[config.mk]
export PLATFORM = sky130hd
export DESIGN_NAME = udma_stream_sink_unit
export DESIGN_NICKNAME = d
export VERILOG_FILES = /design/src/rtl/udma_pkg.sv /design/src/rtl/udma_stream_sink_buf.sv /design/src/rtl/udma_stream_sink_unit.sv
export SDC_FILE = /design/constraint.sdc
export NUM_CORES = 1
export LEC_CHECK = 0
export BUFFER_PORTS_ARGS = -buffer_cell sky130_fd_sc_hd__buf_2
export CELL_PAD_IN_SITES_DETAIL_PLACEMENT = 1
export CELL_PAD_IN_SITES_GLOBAL_PLACEMENT = 2
export CORE_ASPECT_RATIO = 1.25
export CORE_MARGIN = 4
export CORE_UTILIZATION = 32
export DETAILED_ROUTE_END_ITERATION = 6
export PLACE_DENSITY = 0.82
export SETUP_SLACK_MARGIN = 0.5
export SYNTH_ARGS = -nofsm -noshare
export SYNTH_HDL_FRONTEND = slang
export SYNTH_SLANG_ARGS = --single-unit
[constraint.sdc]
create_clock -name clk_i -period 4.95 [get_ports clk_i]
set_clock_uncertainty 0.2 [all_clocks]
set_input_delay 0.7425 -clock clk_i [delete_from_list [all_inputs] [get_ports clk_i]]
set_output_delay 0.7425 -clock clk_i [all_outputs]
set_load 0.05 [all_outputs]
[src/rtl/udma_pkg.sv]
// Shared definitions for the uDMA stream sink: datasize encoding, FSM states, byte increment.
// Latency: n/a (constants and a combinational helper only).
// Backpressure: n/a.
package udma_pkg;

    localparam logic [1:0] DSIZE_1B  = 2'b00;
    localparam logic [1:0] DSIZE_2B  = 2'b01;
    localparam logic [1:0] DSIZE_4B  = 2'b10;
    localparam logic [1:0] DSIZE_ILL = 2'b11;

    typedef enum logic [1:0] {
        ST_IDLE  = 2'd0,
        ST_ARMED = 2'd1,
        ST_XFER  = 2'd2,
        ST_DRAIN = 2'd3
    } sink_state_t;

    // Bytes consumed by one beat; the illegal code advances like a 4-byte beat.
    function automatic logic [2:0] dsize_inc(input logic [1:0] ds);
        logic [2:0] inc;
        case (ds)
            DSIZE_1B: inc = 3'd1;
            DSIZE_2B: inc = 3'd2;
            default:  inc = 3'd4;
        endcase
        return inc;
    endfunction

endpackage

[src/rtl/udma_stream_sink_buf.sv]
// Two-entry beat buffer between the stream bus and the L2 write port.
// Latency: a beat pushed in cycle N is visible at the pop side in cycle N+1.
// Backpressure: push_rdy drops when both entries are full; no pass-through when full.
// Ports: clk_i/rstn_i/clr_i; push_vld/push_rdy/push_dat; pop_vld/pop_rdy/pop_dat (head entry).
module udma_stream_sink_buf #(
    parameter int WIDTH = 36
) (
    input  logic             clk_i,
    input  logic             rstn_i,
    input  logic             clr_i,
    input  logic             push_vld,
    output logic             push_rdy,
    input  logic [WIDTH-1:0] push_dat,
    output logic             pop_vld,
    input  logic             pop_rdy,
    output logic [WIDTH-1:0] pop_dat
);

    logic [WIDTH-1:0] mem [2];
    logic             wr_idx;
    logic             rd_idx;
    logic [1:0]       count;
    logic             do_push;
    logic             do_pop;

    assign push_rdy = (count != 2'd2);
    assign pop_vld  = (count != 2'd0);
    assign pop_dat  = mem[rd_idx];
    assign do_push  = push_vld & push_rdy;
    assign do_pop   = pop_vld & pop_rdy;

    always_ff @(posedge clk_i or negedge rstn_i) begin
        if (!rstn_i) begin
            wr_idx <= 1'b0;
            rd_idx <= 1'b0;
            count  <= 2'd0;
        end else if (clr_i) begin
            wr_idx <= 1'b0;
            rd_idx <= 1'b0;
            count  <= 2'd0;
        end else begin
            if (do_push) wr_idx <= ~wr_idx;
            if (do_pop)  rd_idx <= ~rd_idx;
            case ({do_push, do_pop})
                2'b10:   count <= count + 2'd1;
                2'b01:   count <= count - 2'd1;
                default: count <= count;
            endcase
        end
    end

    // Storage needs no reset: count gates every read.
    always_ff @(posedge clk_i) begin
        if (do_push && !clr_i) mem[wr_idx] <= push_dat;
    end

endmodule

[src/rtl/udma_stream_sink_unit.sv]
// uDMA stream sink: accepts beats for INST_ID and writes them into a circular L2 buffer.
// Latency: beat accepted in cycle N raises rx_ch_req_o in N+1; events/pointer update one cycle after gnt.
// Backpressure: in_stream_ready_o low when buffer full, draining after EOT, idle, or dest mismatch.
// Ports: stream in (dest/data/datasize/valid/sot/eot/ready), rx-channel out (req/addr/datasize/data/gnt),
//        cfg (en/start/size), cmd_clr_i, status (wr_ptr_o, evt_eot_o, evt_wrap_o, sticky err_o).
module udma_stream_sink_unit
    import udma_pkg::*;
#(
    parameter int TRANS_SIZE     = 16,
    parameter int DATA_WIDTH     = 32,
    parameter int STREAM_ID_SIZE = 2,
    parameter int INST_ID        = 0
) (
    input  logic                      clk_i,
    input  logic                      rstn_i,
    input  logic                      cmd_clr_i,
    input  logic                      cfg_en_i,
    input  logic [TRANS_SIZE-1:0]     cfg_start_addr_i,
    input  logic [TRANS_SIZE-1:0]     cfg_size_i,
    input  logic [STREAM_ID_SIZE-1:0] in_stream_dest_i,
    input  logic [DATA_WIDTH-1:0]     in_stream_data_i,
    input  logic [1:0]                in_stream_datasize_i,
    input  logic                      in_stream_valid_i,
    input  logic                      in_stream_sot_i,
    input  logic                      in_stream_eot_i,
    output logic                      in_stream_ready_o,
    output logic                      rx_ch_req_o,
    output logic [TRANS_SIZE-1:0]     rx_ch_addr_o,
    output logic [1:0]                rx_ch_datasize_o,
    output logic [DATA_WIDTH-1:0]     rx_ch_data_o,
    input  logic                      rx_ch_gnt_i,
    output logic [TRANS_SIZE-1:0]     wr_ptr_o,
    output logic                      evt_eot_o,
    output logic                      evt_wrap_o,
    output logic                      err_o
);

    localparam int BUF_W = DATA_WIDTH + 4;
    localparam logic [STREAM_ID_SIZE-1:0] MY_ID = INST_ID[STREAM_ID_SIZE-1:0];

    sink_state_t           state;
    logic [TRANS_SIZE-1:0] base_q;
    logic [TRANS_SIZE-1:0] size_q;
    logic [TRANS_SIZE-1:0] offset_q;

    logic                  match;
    logic                  ready;
    logic                  accept;
    logic                  buf_push_vld;
    logic                  buf_push_rdy;
    logic                  buf_pop_vld;
    logic [BUF_W-1:0]      buf_pop_dat;

    logic [DATA_WIDTH-1:0] head_data;
    logic [1:0]            head_ds;
    logic                  head_sot;
    logic                  head_eot;
    logic                  gnt_fire;
    logic [TRANS_SIZE-1:0] cur_base;
    logic [TRANS_SIZE-1:0] cur_size;
    logic [TRANS_SIZE-1:0] cur_ofs;
    logic [TRANS_SIZE:0]   next_sum;
    logic                  wrap_hit;

    assign match = (in_stream_dest_i == MY_ID);

    always_comb begin
        ready = 1'b0;
        case (state)
            ST_ARMED: ready = match & cfg_en_i & buf_push_rdy;
            ST_XFER:  ready = match & buf_push_rdy;
            default:  ready = 1'b0;
        endcase
    end

    assign in_stream_ready_o = ready;
    assign accept            = in_stream_valid_i & ready;
    // While armed, only an SOT beat opens a transfer; stray beats are dropped.
    assign buf_push_vld      = accept & ((state == ST_XFER) | in_stream_sot_i);

    udma_stream_sink_buf #(
        .WIDTH (BUF_W)
    ) u_buf (
        .clk_i    (clk_i),
        .rstn_i   (rstn_i),
        .clr_i    (cmd_clr_i),
        .push_vld (buf_push_vld),
        .push_rdy (buf_push_rdy),
        .push_dat ({in_stream_data_i, in_stream_datasize_i, in_stream_sot_i, in_stream_eot_i}),
        .pop_vld  (buf_pop_vld),
        .pop_rdy  (rx_ch_gnt_i),
        .pop_dat  (buf_pop_dat)
    );

    assign {head_data, head_ds, head_sot, head_eot} = buf_pop_dat;
    assign gnt_fire = buf_pop_vld & rx_ch_gnt_i;

    // An SOT beat starts a fresh window at its own write, even if earlier beats
    // of the previous transfer were still queued ahead of it.
    assign cur_base = head_sot ? cfg_start_addr_i : base_q;
    assign cur_size = head_sot ? cfg_size_i       : size_q;
    assign cur_ofs  = head_sot ? '0               : offset_q;
    assign next_sum = {1'b0, cur_ofs} + {{(TRANS_SIZE-2){1'b0}}, dsize_inc(head_ds)};
    assign wrap_hit = (cur_size != '0) && (next_sum >= {1'b0, cur_size});

    assign rx_ch_req_o      = buf_pop_vld;
    assign rx_ch_addr_o     = buf_pop_vld ? (cur_base + cur_ofs) : '0;
    assign rx_ch_datasize_o = buf_pop_vld ? head_ds : 2'b00;
    assign rx_ch_data_o     = buf_pop_vld ? head_data : '0;
    assign wr_ptr_o         = offset_q;

    always_ff @(posedge clk_i or negedge rstn_i) begin
        if (!rstn_i) begin
            state      <= ST_IDLE;
            base_q     <= '0;
            size_q     <= '0;
            offset_q   <= '0;
            evt_eot_o  <= 1'b0;
            evt_wrap_o <= 1'b0;
            err_o      <= 1'b0;
        end else if (cmd_clr_i) begin
            state      <= ST_IDLE;
            base_q     <= '0;
            size_q     <= '0;
            offset_q   <= '0;
            evt_eot_o  <= 1'b0;
            evt_wrap_o <= 1'b0;
            err_o      <= 1'b0;
        end else begin
            evt_eot_o  <= 1'b0;
            evt_wrap_o <= 1'b0;

            if (gnt_fire) begin
                offset_q   <= wrap_hit ? '0 : next_sum[TRANS_SIZE-1:0];
                evt_wrap_o <= wrap_hit;
                evt_eot_o  <= head_eot;
                if (head_sot) begin
                    base_q <= cfg_start_addr_i;
                    size_q <= cfg_size_i;
                end
                if (head_ds == DSIZE_ILL) err_o <= 1'b1;
            end

            case (state)
                ST_IDLE: begin
                    if (cfg_en_i) state <= ST_ARMED;
                end
                ST_ARMED: begin
                    // Buffer is always empty here, so no write competes with these updates.
                    if (accept) begin
                        if (in_stream_sot_i) begin
                            base_q   <= cfg_start_addr_i;
                            size_q   <= cfg_size_i;
                            offset_q <= '0;
                            state    <= in_stream_eot_i ? ST_DRAIN : ST_XFER;
                        end else begin
                            err_o <= 1'b1;
                        end
                    end else if (!cfg_en_i) begin
                        state <= ST_IDLE;
                    end
                end
                ST_XFER: begin
                    if (accept && in_stream_eot_i) state <= ST_DRAIN;
                end
                ST_DRAIN: begin
                    if (!buf_pop_vld) state <= cfg_en_i ? ST_ARMED : ST_IDLE;
                end
                default: state <= ST_IDLE;
            endcase
        end
    end

endmodule

==> results.sh <==
export IMPL_ff2ff_path_depth=18
export IMPL_drt_iter0_markers=334
export IMPL_drive_gt1_frac=0.308
export IMPL_avgSynthCellArea_sq_um=10.6
export IMPL_ys_ff_latch=129
export IMPL_synthCells=708
export IMPL_fin_crit_ps=4360
export IMPL_ant_nets=0
export IMPL_ys_seq_area_frac=0.479
export IMPL_critical_path_max_fanout=9
export IMPL_clockBufferDepth=2
export IMPL_grt_max_degree=58
export IMPL_grt_pass1_vias=6407
export IMPL_drv_cap=0
export IMPL_vias=6046
export IMPL_hold_ws_ps=288
export IMPL_grt_usage=0.180
export IMPL_cp_data_required_time_ps=5060
export IMPL_yosys_cell_types_count=70
export IMPL_fin_nets=977
export IMPL_routedWlPerCell_um=19.9
export IMPL_cp_arrival_ps=4480
export IMPL_p_sw_w=0.000570
export IMPL_power_frac_clock=0.489
export IMPL_final_setup_viol_count=0
export IMPL_finish_utilization=0.413
export IMPL_drc=0
export IMPL_io_buffers=146
export IMPL_period_share=0.882
export IMPL_worstSetupStartpointType="flop"
export IMPL_syn_area_sq_mm=0.00749
export IMPL_min_path_type="input port to asynchronous set/reset pin"
export IMPL_slew_violations=0
export IMPL_power_w=0.00249
export IMPL_power_density_mw_per_mm2=262
export IMPL_combPwrFrac=0.052
export IMPL_wirelength_mm=23.2
export IMPL_tightest_slew_ps=1100
export IMPL_die_w_um=145
export IMPL_relSlewSlack=0.261
export IMPL_clock_latency_ps=420
export IMPL_ys_flop_type="edfxtp_1"
export IMPL_cts_clk_slew_worst_paths_ps=60
export IMPL_synth_compound_area_share=0.111
export IMPL_p_int_w=0.00192
export IMPL_ioPinCount=147
export IMPL_cts_tree="built"
export IMPL_path_class="flop to flop"
export IMPL_cts_buffers=17
export IMPL_dpl_hpwl_mm=16.3
export IMPL_die_area_sq_mm=0.0259
export IMPL_synth_top_family_by_area="simple AND/OR/NAND/NOR gates"
export IMPL_gp_congestion=0.840
export IMPL_status="complete, no violations"
export IMPL_die_h_um=179
export IMPL_synth_xor_area_frac=0.0304
export IMPL_synth_mux_area_frac=0.120
export IMPL_grt_overflow_total=0
export IMPL_synthArstFlopShare=0.442
export IMPL_syn2layout_area_growth_pct=27.1
export IMPL_synth_edf_count=72
export IMPL_yosys_area_share_simple=0.166
export IMPL_route_detailed_vias_per_inst=5.17
export IMPL_seqPwrFrac=0.459
export IMPL_rsz0062_at_grt="yes"
export IMPL_p_leak_nw=4.41
export IMPL_antenna_found_initial=2
export IMPL_grt_pass1_wl_mm=35.8
export IMPL_htreeDepth=4
export IMPL_timing_critical_path_to_type="flop"
export IMPL_syn_num_nets=820
export IMPL_cts_root_buf="clkbuf_16"
export IMPL_fp_row_count=62
export IMPL_setup_tns_ps=0
export IMPL_synthAdderAreaFrac=0.0602
export IMPL_max_freq_ghz=0.229
export IMPL_cts_sink_count=129
export IMPL_finalHoldViolCount=0
export IMPL_ctsHoldBuffers=0
export IMPL_initial_utilization=0.325
export IMPL_dr_pass1_iters=4
export IMPL_swShare=0.229
export IMPL_vdd_drop_max_mv=0.201
export IMPL_yosys_warnings=0
export IMPL_core_sq_mm=0.0230
## cells in the mapped netlist, types with 3 or more instances
library cell  count  area share
nor2_1           90       0.045
mux2i_1          84        0.11
nand2_1          84       0.042
edfxtp_1         72        0.29
dfrtp_1          57        0.19
ha_1             36       0.060
a21oi_1          23       0.015
inv_1            21       0.011
clkbuf_1         17      0.0085
xnor2_1          17       0.020
and2_1           13       0.011
nand3_1          12      0.0080
nand4_1          11      0.0092
o21ai_0          11      0.0074
nor4_1            9      0.0075
xor2_1            9       0.011
nor3_1            8      0.0053
nor3b_1           8      0.0080
o21a_1            8      0.0080
o31ai_2           8       0.013
buf_2             7      0.0047
and3_1            6      0.0050
buf_1             6      0.0030
o211ai_1          6      0.0060
a211oi_1          5      0.0050
a31oi_1           5      0.0042
o21ai_1           5      0.0033
a21o_1            4      0.0040
a41oi_1           4      0.0047
nand2b_1          4      0.0033
o31ai_1           4      0.0040
a211o_1           3      0.0035
buf_4             3      0.0030
nor2b_1           3      0.0025
or2_2             3      0.0025
## sequential cells by signal, indices dropped and copies added (netlist names)
signal	flops
state	2
evt_wrap_o	1
u_buf.rd_idx	1
u_buf.wr_idx	1
wr_ptr_o	16
u_buf.count	2
evt_eot_o	1
err_o	1
u_buf.mem	72
size_q	16
base_q	16
## final cells by class
cell class / count / area [sq um]
Clock buffer: 21 / 470
Timing Repair Buffer: 173 / 1010
Multi-Input combinational cell: 522 / 3890
Tap cell: 288 / 360
Inverter: 22 / 82.6
Fill cell: 2584 / 13500
Clock inverter: 11 / 104
Sequential cell: 129 / 3590
Antenna cell: 3 / 7.51
## power by group through the flow
stage          registers, W  logic (W)  clock network, W
2_1_floorplan       0.00116  0.0000562                 0
3_5_place_dp        0.00116   0.000127                 0
4_1_cts             0.00114   0.000130           0.00124
5_1_grt             0.00114   0.000144           0.00130
6_report            0.00114   0.000129           0.00122
3_3_place_gp        0.00116   0.000124                 0
## through the flow
stage	cells	area [sq um]	setup WS (ps)
after floorplan	708	7540	430
after global placement	1118	8570	338
after detailed placement	1118	8570	267
after CTS	1157	9310	516
after global routing	1168	9510	368
final	1169	9510	586
## path summary, 6_finish.rpt
path                               endpoint                  from  slack [ps]
setup / recovery               wr_ptr_o[15]          u_buf.rd_idx         590
hold / removal                   size_q[11]                rstn_i         290
setup reg to reg               wr_ptr_o[15]          u_buf.rd_idx         590
hold reg to reg                   base_q[9]             base_q[9]         320
max in group asynchronous      u_buf.rd_idx                rstn_i        3700
min in group clk_i         u_buf.mem[0][32]  in_stream_data_i[28]         310
## layer usage
layer	vias to the layer above	track usage	routed length, um
met5	-	0	0
met2	105	0.317	12400
met3	15	0.0309	794
li1	2886	-	-
met1	3040	0.224	9760
met4	0	0.0529	308
## layout by cell type (no fill, tap or decap), types with 5 or more instances in the layout
master	instances
dfrtp_1	56
nand3_1	11
xnor2_1	11
nor4_1	8
nor2_1	85
o31ai_2	8
a31oi_1	5
and3_1	6
buf_4	22
mux2i_1	84
ha_1	32
a211oi_1	5
xor2_1	8
edfxtp_1	72
nand2_1	84
nand4_1	11
nor2_2	6
xnor2_2	6
nor3_1	5
buf_2	143
a21oi_1	19
nor3b_1	5
clkbuf_16	18
o211ai_1	6
o21a_1	8
inv_1	21
o21ai_1	6
and2_1	13
o21ai_0	9
## critical path: stages (launching register included)
cell and delay (ps):
dfrtp_2 460, buf_4 160, mux2_4 350, nor2_2 120, ha_2 230, ha_4 170
a22oi_2 100, nor4_4 380, buf_4 190, nand2_1 100, xnor2_2 190, inv_1 80
ha_1 300, o21ai_1 100, o21ai_1 110, o311ai_2 340, a32oi_2 180, buf_4 190
o41ai_2 300
## cell families after synthesis
logic type      count (synthesis)
simple gates                  263
flops                         129
xor+xnor                       26
mux                            88
compound gates                109
buf+inv                        57
fa+ha+maj                      36
## what timing repair did
item	CTS	global route
resized for setup	16	25
setup endpoints to repair	25	26
cloned	1	1
pin swaps	5	9
setup buffers	6	8
hold endpoints to repair	0	0
(Power assumes the default switching activity.)
